<file path="config.mk">
export PLATFORM = sky130hd
export DESIGN_NAME = ram_64x8_ctrl
export DESIGN_NICKNAME = d
export VERILOG_FILES = /design/src/rtl/ram_64x8_ctrl.sv
export SDC_FILE = /design/constraint.sdc
export NUM_CORES = 1
export LEC_CHECK = 0
export BUFFER_PORTS_ARGS = -buffer_cell sky130_fd_sc_hd__buf_2
export CAP_MARGIN = 5
export CORE_MARGIN = 1.5
export CORE_UTILIZATION = 43
export CTS_CLUSTER_SIZE = 10
export DETAILED_ROUTE_END_ITERATION = 8
export PLACE_DENSITY = 0.75
export SLEW_MARGIN = 20
export SYNTH_ARGS = -nofsm -noshare
export SYNTH_HDL_FRONTEND = slang
export SYNTH_SLANG_ARGS = --single-unit
</file>
<file path="constraint.sdc">
create_clock -name clk -period 1.8 [get_ports clk]
set_clock_uncertainty 0.2 [all_clocks]
set_input_delay 0.09 -clock clk [delete_from_list [all_inputs] [get_ports clk]]
set_output_delay 0.09 -clock clk [all_outputs]
set_load 0.005 [all_outputs]
</file>
<file path="src/rtl/ram_64x8_ctrl.sv">
// Host-side sequencer for the 64x8 latch RAM: one valid/ready request becomes a
// SETUP/STROBE/HOLD pin sequence. Define RAM_CTRL_CLEAR_EN to zero the array after reset.
module ram_64x8_ctrl #(
    parameter int unsigned SETUP_CYC  = 1,
    parameter int unsigned STROBE_CYC = 1
) (
    input  logic       clk,
    input  logic       rst,
    input  logic       req_valid,
    output logic       req_ready,
    input  logic       req_we,
    input  logic [5:0] req_addr,
    input  logic [7:0] req_wdata,
    output logic       rsp_valid,
    output logic [7:0] rsp_rdata,
    output logic       init_done,
    output logic [5:0] ram_a,
    output logic       ram_cs,
    output logic       ram_oe,
    output logic       ram_we,
    output logic [7:0] ram_di,
    input  logic [7:0] ram_dout
);

    typedef enum logic [2:0] {
        ST_IDLE   = 3'd0,
        ST_SETUP  = 3'd1,
        ST_STROBE = 3'd2,
        ST_HOLD   = 3'd3,
        ST_CLEAR  = 3'd4
    } state_t;

    localparam logic [3:0] SETUP_LOAD  = 4'(SETUP_CYC - 1);
    localparam logic [3:0] STROBE_LOAD = 4'(STROBE_CYC - 1);

    state_t     state_q;
    logic [3:0] cnt_q;
    logic       op_we_q;

`ifdef RAM_CTRL_CLEAR_EN
    logic       init_done_q;
    localparam state_t RST_STATE = ST_CLEAR;
    assign init_done = init_done_q;
`else
    localparam state_t RST_STATE = ST_IDLE;
    assign init_done = 1'b1;
`endif

    // Sequencer FSM; every output pin is a register updated here.
    always_ff @(posedge clk) begin
        if (rst) begin
            state_q   <= RST_STATE;
            cnt_q     <= 4'd0;
            op_we_q   <= 1'b0;
            req_ready <= 1'b0;
            rsp_valid <= 1'b0;
            rsp_rdata <= 8'h00;
            ram_a     <= 6'd0;
            ram_di    <= 8'h00;
            ram_cs    <= 1'b0;
            ram_oe    <= 1'b0;
            ram_we    <= 1'b0;
`ifdef RAM_CTRL_CLEAR_EN
            init_done_q <= 1'b0;
`endif
        end else begin
            rsp_valid <= 1'b0;
            case (state_q)
                ST_IDLE: begin
                    if (req_valid && req_ready) begin
                        op_we_q   <= req_we;
                        ram_a     <= req_addr;
                        ram_di    <= req_wdata;
                        cnt_q     <= SETUP_LOAD;
                        ram_cs    <= 1'b1;
                        req_ready <= 1'b0;
                        state_q   <= ST_SETUP;
                    end else begin
                        req_ready <= 1'b1;
                    end
                end
                ST_SETUP: begin
                    if (cnt_q == 4'd0) begin
                        cnt_q   <= STROBE_LOAD;
                        ram_we  <= op_we_q;
                        ram_oe  <= ~op_we_q;
                        state_q <= ST_STROBE;
                    end else begin
                        cnt_q <= cnt_q - 4'd1;
                    end
                end
                ST_STROBE: begin
                    if (cnt_q == 4'd0) begin
                        ram_we  <= 1'b0;
                        ram_oe  <= 1'b0;
                        state_q <= ST_HOLD;
                        if (!op_we_q) begin
                            rsp_rdata <= ram_dout;
                        end else begin
                            rsp_rdata <= rsp_rdata;
                        end
                    end else begin
                        cnt_q <= cnt_q - 4'd1;
                    end
                end
                ST_HOLD: begin
`ifdef RAM_CTRL_CLEAR_EN
                    // Before init_done the HOLD either chains into the next clear write or finishes the sweep.
                    if (!init_done_q) begin
                        if (ram_a == 6'd63) begin
                            init_done_q <= 1'b1;
                            ram_cs      <= 1'b0;
                            req_ready   <= 1'b1;
                            state_q     <= ST_IDLE;
                        end else begin
                            ram_a   <= ram_a + 6'd1;
                            cnt_q   <= SETUP_LOAD;
                            state_q <= ST_SETUP;
                        end
                    end else begin
                        ram_cs    <= 1'b0;
                        rsp_valid <= 1'b1;
                        req_ready <= 1'b1;
                        state_q   <= ST_IDLE;
                    end
`else
                    ram_cs    <= 1'b0;
                    rsp_valid <= 1'b1;
                    req_ready <= 1'b1;
                    state_q   <= ST_IDLE;
`endif
                end
`ifdef RAM_CTRL_CLEAR_EN
                ST_CLEAR: begin
                    op_we_q <= 1'b1;
                    ram_a   <= 6'd0;
                    ram_di  <= 8'h00;
                    ram_cs  <= 1'b1;
                    cnt_q   <= SETUP_LOAD;
                    state_q <= ST_SETUP;
                end
`endif
                default: begin
                    ram_cs    <= 1'b0;
                    ram_oe    <= 1'b0;
                    ram_we    <= 1'b0;
                    req_ready <= 1'b0;
                    cnt_q     <= 4'd0;
                    state_q   <= ST_IDLE;
                end
            endcase
        end
    end

endmodule

</file>
# Yosys cells after proc, flatten, opt, wreduce, memory -nomap -nowiden
# Cells that the tools add are included.
# W data, S select, Z words.
# totals
reg_bits	35
inputBits	26
out_inout_bits	28
word_cells	52
# classes
addsub	1
eq_ne	7
n_mux	18
bitwise_logic	4
n_reduce_logical	11
# ops
op	n
$pmux W4 S4	1
$mux W4	3
$reduce_and A3 Y1	4
$mux W3	3
$pmux W1 S3	3
$pmux W3 S3	1
$ne A2 B2 Y1 const B	4
$eq A3 B2 Y1 const B	2
$mux W1	6
$logic_not A4 Y1	1
$not A1 Y1	4
$reduce_and A2 Y1	2
$reduce_or A2 Y1	2
$sub A4 B1 Y4 const B	1
$eq A3 B1 Y1 const B	1
$logic_not A3 Y1	1
$pmux W1 S2	1
$logic_and A1 B1 Y1	1

# Logic depth before layout (Yosys ltp)
# logic_depth
word_depth	4
ltp_mapped	7
ltp_nobuf	6

# Worst setup path before layout
# OpenSTA, ideal clock, no wires.
# synth_path
path_kind	flip-flop to flip-flop
start	register state_q[0]
end	register cnt_q[2]
setup_time_ps	70
t_arrival_ps	1712
required_ps	1530
slack_ps	-182
stages_incl_launch_ff	7
path_buffers	0
synth_period_minus_slack_ps	1982
cell_sequence	dfxtp_1 -> inv_1 -> ha_1 -> a21boi_2 -> a211o_1 -> or4_1 -> a21oi_1
# synth_between
elab_chain_cells	3
word_cells_on_any_way	9
cone_classes	eq/ne: 5; mux: 1; bitwise: 1; reduce/logical: 2
# synth_lines
element	line	source
from (decl)	36	state_t state_q;
from (signal assigned)	52	state_q <= RST_STATE;
from (signal assigned)	77	state_q <= ST_SETUP;
from (signal assigned)	87	state_q <= ST_STROBE;
$eq A3 B2 Y1 / $logic_not A3 Y1 (equally long branches)	68	case (state_q)
$ne A2 B2 Y1 (no source line) / $not A1 Y1 (equally long branches)	--	
$reduce_and A3 Y1 (no source line)	--	
to (signal assigned)	89	cnt_q <= cnt_q - 4'd1;
to (signal assigned)	103	cnt_q <= cnt_q - 4'd1;
to (decl)	37	logic [3:0] cnt_q;
# Several ways; a longest one is shown, not always the timed one.
# A chain may end at the register's enable or synchronous reset.

# Worst setup path in the final report
# layout_path
start	register state_q[1]
end	register cnt_q[2]
# The elaborated chain is that of the path after synthesis.

==> summary.md <==
The cell family contributing the most delay on the critical path is compound AO/OA/AOI/OAI gates. The final RePlAce weighted congestion is 0.802, and the average detailed-routed wire length per instance is 12.0 µm. The capturing element type of the critical path was a flip-flop. The number of core rows is 20, and the remaining design rule violation count is 0.

The path class of the tightest hold or removal check is primary input to flip-flop. For the design area, the log shows 2190 µm². The synthesized net count was 192. Pin count of the biggest net entering global routing: 35. The post-route netlist has 38.6% of its cells at a drive strength greater than 1. In this run, the number of DRC markers left after iteration 0 of detailed routing was 37. The CTS H-tree depth was 2; the routed wire length was 3.55 mm. Of all nets on the critical path, the largest fanout is 5.

The starting density of the core is 45.4%. The average via count per standard cell is 4.74, and the total power density per cell area is 1090 nW/µm². The tools report the number of different library cells in the post-synthesis netlist as 31.

The worst setup slack after layout was -0.0781 ns; the final total power was 0.00238 W. For this design the static power due to leakage is 0.958 nW. In this run the count of I/O pins placed on the die edge is 54.

The number of max-slew violations in the final report was 0; the fraction of the yosys area taken by sequential cells was 49.1%. STA puts the critical path data arrival time at 1.88 ns. Nature of the critical path startpoint: a flip-flop. Measured against its own limit, the worst slew margin works out to 57.8%. The number of warnings issued by yosys is 0, and the depth of the worst register-to-register path is 7. The clock network latency to the later pin of the worst-skew pair is 0.33 ns, and the chip height is 59.8 µm. The final critical path takes up 104% of the cycle. The first global-routing pass estimated 5.25 mm of wire. The synthesized netlist occupies a cell area of 1390 µm².

In the layout the commonest cells are sky130_fd_sc_hd__buf_2 (52), sky130_fd_sc_hd__nand2_1 (33), sky130_fd_sc_hd__dfxtp_1 (30), sky130_fd_sc_hd__dlygate4sd3_1 (24), sky130_fd_sc_hd__a21oi_1 (19). The final standard cell count with taps included and fillers excluded was 295. The final critical delay including setup and external delays is 1.88 ns, and the cell total after placement is 259. Startpoint of the lowest-slack register-to-register path: state_q[1]$_SDFFE_PP0P_.

The total overflow left after global routing is 0. The clock net in this run drives a total of 34 sinks. Summed over all nets, the half-perimeter wirelength after detailed placement is 2.08 mm.

The slowest stage of the critical path belongs to the cell sky130_fd_sc_hd__dfxtp_4. For this run, the slowest stage of the critical path takes 0.39 ns. Summed over all instances, the cell type with the most area after synthesis is sky130_fd_sc_hd__dfxtp_1. The critical path in this run is classified as flip-flop to flip-flop.

Across the VDD grid, the largest voltage drop is 0.646 mV. The region available for standard cell placement spans 3050 µm². For the worst setup path, the data required time is 1.80 ns.

The signal on the critical path passes through inv_2, ha_4, a21boi_4, a211o_1, buf_4, o21ai_0, a21oi_2. Capture instance of the worst register-to-register path: cnt_q[2]$_SDFFE_PP0P_. The tool flagged a number of max-cap violations equal to 0.

In this run the remaining antenna-violating nets after routing total 0. The run gives 0 as the initial antenna violation count. Together, buffers and inverters on the worst path number 2. By area the synthesized netlist is led by sky130_fd_sc_hd__dfxtp_1 (49%), sky130_fd_sc_hd__nand2_1 (8.9%), sky130_fd_sc_hd__a21oi_1 (7.2%), sky130_fd_sc_hd__mux2i_1 (7.2%), sky130_fd_sc_hd__ha_1 (5.4%).

Global routing used 19.5% of the available tracks. The detailed router placed 1398 vias in this run. The via count of the first global-routing pass is 1257, and the area growth from synthesis to final layout is 57.9%. The placed standard-cell area is 1780 µm².

The tools report the setup-violating endpoint count in the final report as 1. Setup repair after global routing could not meet its margin everywhere. The count of inserted antenna diode cells is 0, and the count of buffers inserted at the top-level ports is 52. The run finished, with violations left. The run gives 0 as the final hold violation count.

The final reports fail on setup timing. The most critical setup path has its startpoint at state_q[1]$_SDFFE_PP0P_. Slack of the worst reg-to-reg path: -0.08 ns. Measured on the finished design, the core utilization comes to 71.6%.

After the last flow step, the layout net total stands at 282. In this run the deepest clock path goes through 2 buffers. The synthesized instance count is 160. The floorplan step defined a die boundary enclosing 3570 µm².

Synthesis inferred 34 register bits. The detailed-routing iteration count for the pre-antenna-repair pass came out at 6. After synthesis, the largest area contributor takes up 49.1% of total cell area. In this run the horizontal extent of the chip is 59.8 µm. Following the worst setup path forward leads to its endpoint at cnt_q[2]$_SDFFE_PP0P_. The clock tree root driver cell is sky130_fd_sc_hd__clkbuf_4. The cell count along the critical path came out at 7. The maximum clock frequency is 0.532 GHz, and the per-instance average area after synthesis is 8.66 µm². TritonCTS built the clock tree. Leaving out fill and tap cells, the most frequent cell in the layout is sky130_fd_sc_hd__buf_2.

For the pin with the worst max-slew slack, the measured transition is 0.633 ns. Clock-pin slew was measured on the worst setup and hold paths at 0.11 ns. The run gives 5 as the number of buffers added by the clock tree synthesis step.
worst reg2reg max path, delay by kind of cell (launching register included):
kind,cells,cell delay [ns]
AOI/OAI and AO/OA,4,0.80
DFF,1,0.39
buffers and inverters,2,0.20
adders and majority gates,1,0.15
per-layer routing:
| metal | global-route usage (%) | vias to the layer above | wire (µm) |
|---|---|---|---|
| met5 | 0 | - | 0 |
| met2 | 34.5 | 59 | 1730 |
| met1 | 21.6 | 616 | 1530 |
| met4 | 6.67 | 0 | 37 |
| met3 | 6.49 | 6 | 251 |
| li1 | - | 717 | - |
stage by stage:
step	worst slack (ns)	setup TNS (ns)	hold WS (ns)
after global placement	-0.0288	-0.0288	0.129
after global routing	-0.130	-0.528	0.0655
after floorplan	0.0134	0	0.0260
after CTS	-0.0601	-0.180	0.0495
final	-0.0781	-0.0781	0.0558
after detailed placement	-0.0530	-0.173	0.136
how the worst min path moves through the flow:
stage                            from                   endpoint  slack, ns  cells after the start
final                             rst  rsp_rdata[0]$_SDFFE_PP0P_       0.06                      2
after global routing              rst  rsp_rdata[1]$_SDFFE_PP0P_       0.07                      2
after CTS                         rst    state_q[1]$_SDFFE_PP0P_       0.05                      2
after detailed placement  ram_dout[0]  rsp_rdata[0]$_SDFFE_PP0P_       0.14                      3
after global placement    ram_dout[7]  rsp_rdata[7]$_SDFFE_PP0P_       0.13                      3
after floorplan           req_addr[0]      ram_a[0]$_SDFFE_PP0P_       0.03                      2
synth_stat cells, drive strengths merged:
| cell type | instances |
|---|---|
| mux2i | 10 |
| nor3 | 4 |
| nand2 | 33 |
| a21oi | 20 |
| a21boi | 1 |
| buf | 2 |
| and3b | 1 |
| nor2b | 1 |
| nand2b | 1 |
| conb | 1 |
| a211o | 1 |
| a22oi | 1 |
| nand4b | 1 |
| nor3b | 1 |
| and3 | 1 |
| o31ai | 1 |
| dfxtp | 34 |
| nor2 | 14 |
| ha | 6 |
| inv | 6 |
| nand3b | 1 |
| nor4 | 1 |
| or2 | 1 |
| or4 | 1 |
| o21bai | 1 |
| nand3 | 1 |
| a31oi | 1 |
| nand4 | 1 |
| o21ai | 4 |
| a221oi | 1 |
| clkbuf | 7 |
area by class of cell:
type                    count  area (µm²)
flip-flops and latches     34         691
fillers                   244         866
clock inverters             2        12.5
inverters                   6        25.0
well taps                  44        55.1
multi-input cells         111         719
repair buffers             92         633
clock buffers               6        51.3
kinds of logic (layout without fill, tap and decap cells):
logic type / Yosys count / in the layout / synth area share, %
AO/OA/AOI/OAI: 31 / 31 / 12.8
adder cells (fa/ha/maj): 6 / 6 / 5.42
buffers and inverters: 15 / 106 / 4.61
flip-flops: 34 / 34 / 49.1
multiplexers: 10 / 10 / 7.23
other: 1 / 1 / 0.271
AND/OR/NAND/NOR: 63 / 63 / 20.5
repair_timing:
action	4_1_cts	5_1_grt
endpoints found under the setup margin	12	31
gates resized for setup	1	19
gates cloned	0	0
endpoints found under the hold margin	24	0
setup buffers	2	2
hold buffers	24	0
pin swaps	1	4
flip-flops by register name, summed over array words and instances, names as in the netlist:
| signal | cells |
|---|---|
| rsp_rdata | 8 |
| ram_a | 6 |
| ram_we | 1 |
| req_ready | 1 |
| rsp_valid | 1 |
| ram_oe | 1 |
| op_we_q | 1 |
| state_q | 2 |
| cnt_q | 4 |
| ram_di | 8 |
| ram_cs | 1 |
report_power, final:
part	leakage (nW)	total [W]	internal (W)	switching (W)
sequential	0.278	0.000947	0.000869	0.0000783
clock	0.0343	0.000449	0.000188	0.000261
combinational	0.646	0.000979	0.000517	0.000462
Note: power is estimated with default switching activity, not from simulation.
